===== config.mk =====
export PLATFORM = sky130hd
export DESIGN_NAME = offset_byte_serializer_flat
export DESIGN_NICKNAME = d
export VERILOG_FILES = /design/src/rtl/offset_byte_serializer_if.sv /design/src/rtl/offset_byte_serializer.sv /design/src/flat_wrapper.sv
export SDC_FILE = /design/constraint.sdc
export NUM_CORES = 1
export LEC_CHECK = 0
export CAP_MARGIN = 20
export CORE_MARGIN = 4
export CORE_UTILIZATION = 30
export CTS_CLUSTER_SIZE = 8
export DETAILED_ROUTE_END_ITERATION = 10
export RECOVER_POWER = 50
export SLEW_MARGIN = 0
export SYNTH_ARGS = -nofsm -noshare
export SYNTH_HDL_FRONTEND = slang
export SYNTH_SLANG_ARGS = --single-unit

===== constraint.sdc =====
create_clock -name clk -period 2.81 [get_ports clk]
set_clock_uncertainty 0.05 [all_clocks]
set_input_delay 0.562 -clock clk [delete_from_list [all_inputs] [get_ports clk]]
set_output_delay 0.562 -clock clk [all_outputs]
set_load 0.01 [all_outputs]

===== src/rtl/offset_byte_serializer_if.sv =====
// Byte-stream bundle for offset_byte_serializer: raw sample input and offset byte output.
// The slave modport is the serializer itself; master is whatever drives it.
interface offset_byte_serializer_if;
    logic       in_valid;
    logic       in_ready;
    logic [7:0] in_data;
    logic       out_valid;
    logic       out_ready;
    logic [7:0] out_data;
    logic [1:0] out_idx;
    logic       out_last;

    modport master (
        output in_valid, in_data, out_ready,
        input  in_ready, out_valid, out_data, out_idx, out_last
    );

    modport slave (
        input  in_valid, in_data, out_ready,
        output in_ready, out_valid, out_data, out_idx, out_last
    );
endinterface


===== src/rtl/offset_byte_serializer.sv =====
// Buffers raw bytes in a 2-deep FIFO and emits each as four bytes, the head plus a
// per-index offset, with a running XOR checksum and a count of completed samples.
module offset_byte_serializer #(
    parameter int P  = 23,
    parameter int PX = 42
) (
    input  logic                         clk,
    input  logic                         rst_n,
    input  logic                         clear,
    offset_byte_serializer_if.slave      bus,
    output logic [7:0]                   chk,
    output logic [15:0]                  sample_cnt
);
    localparam int          DATA_W = 8;
    localparam int          Q      = P + 13;
    localparam logic [7:0]  OFF0   = 8'(PX);
    localparam logic [7:0]  OFF1   = 8'(P + PX);
    localparam logic [7:0]  OFF2   = 8'(P);
    localparam logic [7:0]  OFF3   = 8'(Q ^ (Q - 37));

    function automatic logic [DATA_W-1:0] add_mod(input logic [DATA_W-1:0] a,
                                                  input logic [DATA_W-1:0] b);
        return a + b;
    endfunction

    function automatic logic [DATA_W-1:0] offset_of(input logic [1:0] i);
        case (i)
            2'd0:    return OFF0;
            2'd1:    return OFF1;
            2'd2:    return OFF2;
            default: return OFF3;
        endcase
    endfunction

    logic [DATA_W-1:0] mem [2];
    logic              rd_ptr;
    logic              wr_ptr;
    logic [1:0]        count;
    logic [1:0]        idx;
    // Low through reset and until the first edge after release, so in_ready stays low then.
    logic              alive;

    logic              push;
    logic              accept;
    logic              pop;
    logic [DATA_W-1:0] head;

    assign head          = mem[rd_ptr];
    assign bus.in_ready  = alive && (count != 2'd2);
    assign bus.out_valid = (count != 2'd0);
    assign bus.out_idx   = idx;
    assign bus.out_last  = bus.out_valid && (idx == 2'd3);
    assign bus.out_data  = bus.out_valid ? add_mod(head, offset_of(idx)) : '0;

    assign push   = bus.in_valid && bus.in_ready;
    assign accept = bus.out_valid && bus.out_ready;
    assign pop    = accept && (idx == 2'd3);

    always_ff @(posedge clk) begin
        if (push) mem[wr_ptr] <= bus.in_data;
    end

    always_ff @(posedge clk or negedge rst_n) begin
        if (!rst_n) begin
            alive      <= 1'b0;
            rd_ptr     <= 1'b0;
            wr_ptr     <= 1'b0;
            count      <= 2'd0;
            idx        <= 2'd0;
            chk        <= 8'd0;
            sample_cnt <= 16'd0;
        end else begin
            alive <= 1'b1;
            if (clear) begin
                rd_ptr     <= 1'b0;
                wr_ptr     <= 1'b0;
                count      <= 2'd0;
                idx        <= 2'd0;
                chk        <= 8'd0;
                sample_cnt <= 16'd0;
            end else begin
                if (push) wr_ptr <= ~wr_ptr;
                if (pop) begin
                    rd_ptr     <= ~rd_ptr;
                    sample_cnt <= sample_cnt + 16'd1;
                end
                case ({push, pop})
                    2'b10:   count <= count + 2'd1;
                    2'b01:   count <= count - 2'd1;
                    default: count <= count;
                endcase
                if (accept) begin
                    idx <= idx + 2'd1;
                    chk <= chk ^ bus.out_data;
                end
            end
        end
    end
endmodule


===== src/flat_wrapper.sv =====
// flat-port wrapper written by rule: the top's interface ports become plain ports
module offset_byte_serializer_flat 
#(
    parameter int P  = 23,
    parameter int PX = 42
)
  (clk, rst_n, clear, chk, sample_cnt, bus_in_valid, bus_in_data, bus_out_ready, bus_in_ready, bus_out_valid, bus_out_data, bus_out_idx, bus_out_last);
  offset_byte_serializer_if bus_i ();
  input  logic clk;
  input  logic rst_n;
  input  logic clear;
  output logic [7:0] chk;
  output logic [15:0] sample_cnt;
  input wire logic [$bits(bus_i.in_valid)-1:0] bus_in_valid;
  input wire logic [$bits(bus_i.in_data)-1:0] bus_in_data;
  input wire logic [$bits(bus_i.out_ready)-1:0] bus_out_ready;
  output wire logic [$bits(bus_i.in_ready)-1:0] bus_in_ready;
  output wire logic [$bits(bus_i.out_valid)-1:0] bus_out_valid;
  output wire logic [$bits(bus_i.out_data)-1:0] bus_out_data;
  output wire logic [$bits(bus_i.out_idx)-1:0] bus_out_idx;
  output wire logic [$bits(bus_i.out_last)-1:0] bus_out_last;
  assign bus_i.in_valid = bus_in_valid;
  assign bus_i.in_data = bus_in_data;
  assign bus_i.out_ready = bus_out_ready;
  assign bus_in_ready = bus_i.in_ready;
  assign bus_out_valid = bus_i.out_valid;
  assign bus_out_data = bus_i.out_data;
  assign bus_out_idx = bus_i.out_idx;
  assign bus_out_last = bus_i.out_last;
  offset_byte_serializer #(.P(P), .PX(PX)) u_core (.clk(clk), .rst_n(rst_n), .clear(clear), .bus(bus_i), .chk(chk), .sample_cnt(sample_cnt));
endmodule

### Yosys cells after proc, flatten, opt, wreduce, memory -nomap -nowiden

Memory sizes are Yosys's and may differ from the RTL's.
Cells that the tools add are included.

* add/sub/neg operators: 5
* equal/unequal tests: 6
* mux-type cells: 16
* bitwise logic cells: 3
* reductions and logical operators: 11

Operator list (number)
* 16-bit 2-to-1 mux: 2
* 8-bit 2-to-1 mux: 3
* 8-bit one-hot mux with 3 select lines: 1
* 16-bit by 1-bit adder with 16-bit output (second input constant): 1
* 8-bit adder: 1
* 2-bit nonzero test: 4
* 8-bit XOR: 1
* 2-bit equality test (second input constant): 3
* 1-bit 2-to-1 mux: 6
* 2-bit 2-to-1 mux: 3
* 1-bit logical AND: 5
* 2-bit by 1-bit adder with 2-bit output (second input constant): 2
* 2-bit by 1-bit equality test with 1-bit output (second input constant): 2
* 2-bit one-hot mux with 2 select lines: 1
* 3-bit nonzero test: 1
* 2-bit logical NOT: 1
* 2-bit inequality test (second input constant): 1
* 1-bit inverter: 2
* 2-bit by 1-bit subtractor with 2-bit output (second input constant): 1

* register bits after elaboration: 31
* RAM bits: 16
* input port bits: 13
* word-level logic and storage cells: 49
* memories kept: 1

Memories
* u_core.mem: words 2, bits a word 8, rd ports 1, clocked after memory_dff 0, write ports 1, RTL line offset_byte_serializer.sv:35 `logic [DATA_W-1:0] mem [2];`

### Depth between registers and ports, before layout

Gate-level depths: netlist of the first run.

* depth in word-level cells: 7
* gate-level depth with buffers: 10
* mapped depth without buffers: 10

### Worst setup path before layout of the first run

OpenSTA, ideal clock, no wires.

* path kind: register to output
* start: register u_core.idx[0] (netlist: u_core.bus.out_idx[0])
* end: output bus_out_data[7]
* arrival: 2238 ps
* data required time: 2198 ps
* setup slack: -40 ps
* cell stages (with the launch flop): 10
* buffers on the path: 1
* cell sequence: dfrtp_1 ha_1 or2_2 ha_1 buf_6 a2111oi_2 a21bo_2 nand2_1 xor2_1 nor2_1

* cells in the longest elaborated chain, start to end: 4
* elaborated cells between the ends (all ways): 6
* classes of those cells: add/sub (1); eq/ne (2); mux (2); reduce/logical (1)

Ends and longest elaborated chain
* from (decl): RTL line offset_byte_serializer.sv:39 `logic [1:0] idx;`
* from (signal assigned): RTL line offset_byte_serializer.sv:93 `idx <= idx + 2'd1;`
* 2-bit equality test (tied with other cells): RTL line offset_byte_serializer.sv:27 `case (i)`
* 8-bit one-hot mux with 3 select lines (*): RTL line offset_byte_serializer.sv:27
* 8-bit adder (*): RTL line offset_byte_serializer.sv:23 `return a + b;`
* 8-bit 2-to-1 mux (*): RTL line offset_byte_serializer.sv:53 `assign bus.out_data = bus.out_valid ? add_mod(head, offset_of(idx)) : '0;`
* to (decl): RTL line flat_wrapper.sv:19 `output wire logic [$bits(bus_i.out_data)-1:0] bus_out_data;`

Mark *: on every way between the ends. The rest lies on a longest branch, timed or not.

### Final worst setup path of the first run

* start: register u_core.rd_ptr
* end: output bus_out_data[6]

* cells in the longest elaborated chain, start to end: 3

Ends and longest elaborated chain
* from (decl): RTL line offset_byte_serializer.sv:36 `logic rd_ptr;`
* from (signal assigned): RTL line offset_byte_serializer.sv:84 `rd_ptr <= ~rd_ptr;`
* memory read 2 x 8 bit
* 8-bit adder: RTL line offset_byte_serializer.sv:23
* 8-bit 2-to-1 mux: RTL line offset_byte_serializer.sv:53

No other way between the ends.

==> impl_metrics.csv, run 1 <==
group,metric,value,unit
power_and_ir_drop,sequentialPowerShare,49.1,%
yosys,synth_area_leaders,"dfrtp_1 29%, edfxtp_1 18%, ha_1 6.1%",
power_and_ir_drop,power_frac_clock,27.2,%
job,maxCapViolations,1,
detailed_routing,routedWlPerCell,14.2,um
critical_path,timing.rr.end,"u_core.chk[7]",
detailed_routing,wl,6410,um
finish,antenna_cells,0,
yosys,synth_cell_type_count,49,
critical_path,path_max_fanout,3,
power_and_ir_drop,peakVddDrop,0.245,mV
placed_design,port-buffer-count,49,
yosys,synth.avg_cell_area,10.7,sq um
clock_tree,numCtsBuffers,5,
floorplanning,fp.dieH,102,um
critical_path,cp-start-kind,"flip-flop",
finish,nFillCells,836,
worst_hold_path,min_to,"u_core.chk[5]",
clock_tree,clock_path_buffers,2,
clock_tree,worstSkewPairLatency,0.30,ns
detailed_routing,highest_layer,"met4",
critical_path,cp.required,2.20,ns
timing,relSlewSlack,-12.7,%
timing,timing.hold.ws,0.504,ns
outcome,outcome,"complete, but fails checks",
detailed_routing,drc_errors,0,
finish,instances_no_fill,450,
timing,min_period,3.09,ns
timing,rsz0062_at_grt,"true",
finish,area_growth,44.2,%
timing,finalWorstSetupSlack,-0.278,ns
critical_path,critPathLaunch,"u_core.rd_ptr",
critical_path,rrSetupSlack,0.16,ns
timing,fin_crit_sh,110,%
floorplanning,dieArea,10400,sq um
clock_tree,cts.sinks,47,
detailed_routing,vias_per_cell,4.63,
power_and_ir_drop,p_per_area,397,nW/um^2
power_and_ir_drop,p_total,1520,uW
clock_tree,clk_pin_slew_worst_paths,0.09,ns
yosys,synthFlopType,"dfrtp_1",
yosys,ys_seq_elements,47,
power_and_ir_drop,power.internal,1100,uW
global_route,grt_max_degree,32,
floorplanning,core,8640,sq um
timing,tightestPinTransition,1.69,ns
power_and_ir_drop,combPwrFrac,23.7,%
clock_tree,cts_tree,"built",
yosys,synth_top_cell_area_share,29.3,%
timing,fmax,324,MHz
placed_design,dpl.hpwl,4680,um
yosys,synthCells,248,
floorplanning,ios,50,
timing,slew_violations,32,
floorplanning,fp.dieW,102,um
detailed_routing,wl_met1,2900,um
timing,finalSetupViolCount,5,
global_route,track_usage,13.3,%
finish,drive_above_1_share,29.8,%
worst_hold_path,hold_path.class,"reg -> reg",
detailed_routing,firstDrtPassIters,4,
detailed_routing,dr_wl_met3,197,um
finish,nNetsFinal,368,
floorplanning,rows,34,
clock_tree,cts-root-buf,"clkbuf_8",
yosys,synth_top_area_cell,"dfrtp_1",
power_and_ir_drop,power.net_switching,418,uW
placed_design,place_ws,-0.435,ns
global_route,antenna_found_initial,0,
detailed_routing,drtIter0Drc,74,
critical_path,arrival,2.48,ns
detailed_routing,routed-wl-met2,3170,um
global_route,grt_pass1_vias,2181,
yosys,seq_area_frac_synth,47.4,%
detailed_routing,vias,2084,
global_route,grt_pass1_wl,10900,um
detailed_routing,ant_nets,0,
yosys,synth_nets,275,
timing,hold_viol,0,
power_and_ir_drop,p_sw_share,27.6,%
yosys,yosys_warnings,0,
worst_hold_path,min-delay-start,"u_core.chk[5]",
yosys,synth_edf_count,16,
placed_design,gp_congestion,0.851,
yosys,async_flop_share,66.0,%
floorplanning,start_util,30.7,%
placed_design,placed_cells,433,
finish,final_util,44.2,%
outcome,violations,"max-capacitance violations, max-slew violations, negative setup slack",
worst_hold_path,hold_path_depth,2,
critical_path,critical_path_class,"reg -> out",
clock_tree,htreeDepth,2,
yosys,netlist_area,2650,sq um
critical_path,r2r_cells,9,
global_route,overflow,0,
critical_path,reg2reg_from,"u_core.rd_ptr",
critical_path,cp-end-kind,"output port",
clock_tree,holdBufCountCts,0,
power_and_ir_drop,total_leakage_power,0.00156,uW
## power by group through the flow
stage | sequential, uW | combinational, uW | clock, uW
global route | 748 | 396 | 455
CTS | 745 | 362 | 428
global placement | 758 | 314 | 0
finish | 745 | 360 | 412
detailed placement | 758 | 318 | 0
floorplan | 758 | 155 | 0
## worst max-delay path: stages (launching register included)
cell and delay, ns:
dfrtp_1 0.42, mux2_4 0.33, ha_4 0.17, fa_2 0.35, a211oi_2 0.23, o21bai_1 0.13, a21oi_1 0.18, xor2_1 0.18
nor2_1 0.06, buf_2 0.14
## cells by family (layout without fill, tap and decap cells)
kind of cell	Yosys count	after routing	synth area share, %
AOI/OAI and AO/OA	42	42	10.6
xor gates and xnor gates	27	27	8.93
adders and majority gates	14	14	6.90
buffers and inverters	20	114	3.92
DFF	47	47	47.4
muxes	10	10	4.30
other	1	1	0.142
and+or+nand+nor	87	87	17.8
## state kept, by name, summed over array words and instances (netlist names)
name,flops
u_core.alive,1
u_core.bus.out_idx,2
u_core.chk,8
u_core.count,2
u_core.mem,16
u_core.rd_ptr,1
u_core.sample_cnt,16
u_core.wr_ptr,1
## layout by cell type, fill, tap and decap left out, types with 5 or more instances in the layout
| cell type | count |
|---|---|
| a21oi_1 | 11 |
| edfxtp_1 | 16 |
| clkbuf_8 | 5 |
| clkbuf_1 | 5 |
| xor2_1 | 13 |
| nor2_1 | 32 |
| buf_4 | 36 |
| buf_6 | 5 |
| clkdlybuf4s50_1 | 33 |
| nand2_1 | 17 |
| dlygate4sd3_1 | 9 |
| ha_4 | 10 |
| inv_1 | 6 |
| nor2b_1 | 6 |
| dfrtp_1 | 29 |
| xnor2_1 | 13 |
| o21ai_0 | 8 |
## layout make-up
cell class / count / area, sq um / area share (%)
clock buffers: 6 / 72.6 / 1.90
clock inverters: 2 / 11.3 / 0.295
inverters: 10 / 42.5 / 1.11
multi-input cells: 181 / 1470 / 38.4
flip-flops and latches: 47 / 1260 / 33.0
well taps: 108 / 135 / 3.54
repair buffers: 96 / 831 / 21.8
## worst max path at each step
stage	end	slack (ns)	cells after the start
after floorplan	bus_out_data[7]	-0.003	9
after global placement	bus_out_data[7]	-0.42	9
after detailed placement	bus_out_data[6]	-0.43	11
final	bus_out_data[6]	-0.28	9
after CTS	bus_out_data[5]	-0.31	8
after global routing	bus_out_data[5]	-0.38	9
## cells in the mapped netlist (all sizes together), types with 2 or more instances
library cell  count
nor3              3
xnor2            14
nand2b            2
nand3             4
a211oi            6
a2111oi           2
edfxtp           16
nand2            18
clkbuf            4
a21o              4
buf               6
dfrtp            31
nor2             33
ha               13
nor3b             5
nor4              2
mux2              8
mux2i             2
inv              10
or3               4
xor2             13
or2               2
nand4             4
o21ai             9
a21oi            13
nor2b             6
## routing by layer
layer | GRT usage, % | up-vias
met2 | 22.5 | 33
met1 | 17.4 | 1003
met3 | 1.91 | 10
met4 | 4.84 | 0
li1 | - | 1038
met5 | 0 | -
## per-stage QoR
stage,setup TNS (ns),area [sq um]
final,-1.02,3820
after CTS,-1.51,3830
after global routing,-1.60,3820
after global placement,-1.87,3500
after floorplan,-0.00332,2660
after detailed placement,-2.12,3500
## repair_timing
item / 4_1_cts / 5_1_grt
setup endpoints to repair: 8 / 9
pin swaps: 17 / 12
buffers inserted: 11 / 3
resized for setup: 62 / 12
No activity file was read; power rests on OpenSTA's default activity.
==> run 2: changes to the inputs <==
- DONT_BUFFER_PORTS: default -> 1
- SETUP_SLACK_MARGIN: default -> 0.2
==> impl_metrics.csv, run 2 (synthesized netlist as in run 1, its figures left out) <==
group,metric,value,unit
outcome,outcome,"complete, but fails checks",
outcome,violations,"max-capacitance violations, max-slew violations, negative setup slack",
clock_tree,cts.sinks,47,
critical_path,cp.buffers_inverters,3,
finish,multi_input_area,1520,sq um
floorplanning,core,8640,sq um
clock_tree,cts-root-buf,"clkbuf_8",
finish,nFillCells,820,
clock_tree,cts_tree,"built",
clock_tree,numCtsBuffers,5,
detailed_routing,vias,1893,
global_route,grt_pass1_vias,1971,
power_and_ir_drop,p_total,1530,uW
timing,fin_crit_sh,108,%
global_route,grt_max_degree,32,
placed_design,placed_cells,357,
floorplanning,fp.dieH,102,um
detailed_routing,routedWlPerCell,16.6,um
clock_tree,clock_path_buffers,2,
detailed_routing,ant_nets,0,
detailed_routing,drc_errors,0,
finish,ff_latch_area,1260,sq um
timing,slew_violations,32,
worst_hold_path,hold_path.class,"in -> reg",
critical_path,critPathTopFamily,"compound AO/OA/AOI/OAI gates",
clock_tree,worstSkewPairLatency,0.31,ns
finish,instances_no_fill,385,
placed_design,dpl.hpwl,4400,um
detailed_routing,wl,6410,um
finish,area_growth,25.4,%
global_route,grt_pass1_wl,10300,um
placed_design,place_ws,0.0237,ns
timing,timing.hold.ws,0.260,ns
critical_path,critical_path_class,"reg -> out",
timing,finalSetupViolCount,5,
finish,final_cell_mix,"29 x nor2_1, 28 x dfrtp_1, 25 x buf_4",
finish,nNetsFinal,303,
critical_path,cp-start-kind,"flip-flop",
timing,finalWorstSetupSlack,-0.224,ns
floorplanning,rows,34,
clock_tree,clk_pin_slew_worst_paths,0.09,ns
floorplanning,dieArea,10400,sq um
critical_path,critPathSlowestCell,"dfrtp_2",
timing,hold_viol,0,
critical_path,path_common_cell,"buf_4",
floorplanning,ios,50,
global_route,overflow,0,
timing,min_period,3.03,ns
finish,antenna_cells,0,
global_route,antenna_found_initial,0,
critical_path,arrival,2.42,ns
power_and_ir_drop,p_per_area,462,nW/um^2
finish,drive_above_1_share,32.9,%
critical_path,cp_slowest_stage_delay,0.45,ns
timing,relSlewSlack,-17.4,%
detailed_routing,firstDrtPassIters,4,
floorplanning,start_util,30.7,%
power_and_ir_drop,total_leakage_power,0.00134,uW
finish,reg_top3,"u_core.mem: 16 flops, u_core.sample_cnt: 16 flops, u_core.chk: 8 flops",
detailed_routing,vias_per_cell,4.92,
clock_tree,htreeDepth,2,
critical_path,cp.required,2.20,ns
power_and_ir_drop,peakVddDrop,0.165,mV
detailed_routing,drtIter0Drc,59,
global_route,track_usage,12.8,%
placed_design,gp_congestion,0.868,
placed_design,port-buffer-count,0,
timing,rsz0062_at_grt,"true",
timing,fmax,330,MHz
timing,tightestPinTransition,1.76,ns
finish,mostFrequentLayoutCell,"nor2_1",
critical_path,cp-end-kind,"output port",
critical_path,path_max_fanout,4,
job,maxCapViolations,1,
critical_path,crit_chain,"buf_6 -> mux2_4 -> fa_2 -> buf_4 -> a21o_1 -> a211oi_2 -> nor3_2 -> buf_4",
floorplanning,fp.dieW,102,um
-- run 2: layout make-up --
type | count | share of cell area [%]
Clock buffer | 7 | 3.24
Timing Repair Buffer | 31 | 7.72
Sequential cell | 47 | 37.9
Inverter | 10 | 1.13
Clock inverter | 1 | 0.151
Multi-Input combinational cell | 181 | 45.7
Tap cell | 108 | 4.07
-- run 2: path summary, 6_finish.rpt --
path | start | to | slack (ns) | depth (start not counted)
worst max-delay path | u_core.rd_ptr | bus_out_data[4] | -0.22 | 8
worst min-delay path | clear | u_core.sample_cnt[5] | 0.26 | 1
worst max register to register | u_core.bus.out_idx[1] | u_core.chk[7] | 0.13 | 11
worst min register to register | u_core.bus.out_idx[0] | u_core.bus.out_idx[0] | 0.54 | 3
max in group asynchronous | rst_n | u_core.bus.out_idx[0] | 0.89 | 1
min in group asynchronous | rst_n | u_core.sample_cnt[5] | 0.66 | 1
-- run 2: power by group --
group | switching, uW | internal, uW | total, uW
logic | 158 | 140 | 297
registers | 18.9 | 731 | 750
clock network | 234 | 252 | 486
-- run 2: worst register-to-register path: cells and delay by family (launching register included) --
family	cells	cell delay, ns
AO/OA/AOI/OAI	2	0.56
AND/OR/NAND/NOR	3	0.52
flip-flops	1	0.43
adder cells (fa/ha/maj)	2	0.39
buffers and inverters	3	0.32
multiplexers	1	0.32
-- run 2: what timing repair did --
item | CTS | global route
endpoints found under the setup margin | 8 | 10
hold endpoints to repair | 31 | 0
gates resized for setup | 33 | 4
setup buffers | 16 | 2
hold buffers | 1 | 0
pin swaps | 18 | 9
-- run 2: stage by stage --
step           instance area, sq um  setup TNS [ns]  util (%)
2_1_floorplan                  2720               0         -
3_3_place_gp                   2870               0      33.2
3_5_place_dp                   2870               0      33.2
4_1_cts                        3290          -0.853      38.1
5_1_grt                        3320           -1.36      38.5
6_report                       3320          -0.925      38.5
-- run 2: layer usage --
| layer | routed length [um] | global-route usage [%] | up-vias |
|---|---|---|---|
| met5 | 0 | 0 | - |
| met2 | 3270 | 21.8 | 41 |
| met3 | 330 | 2.94 | 7 |
| met4 | 115 | 3.83 | 0 |
| li1 | - | - | 907 |
| met1 | 2690 | 16.1 | 938 |
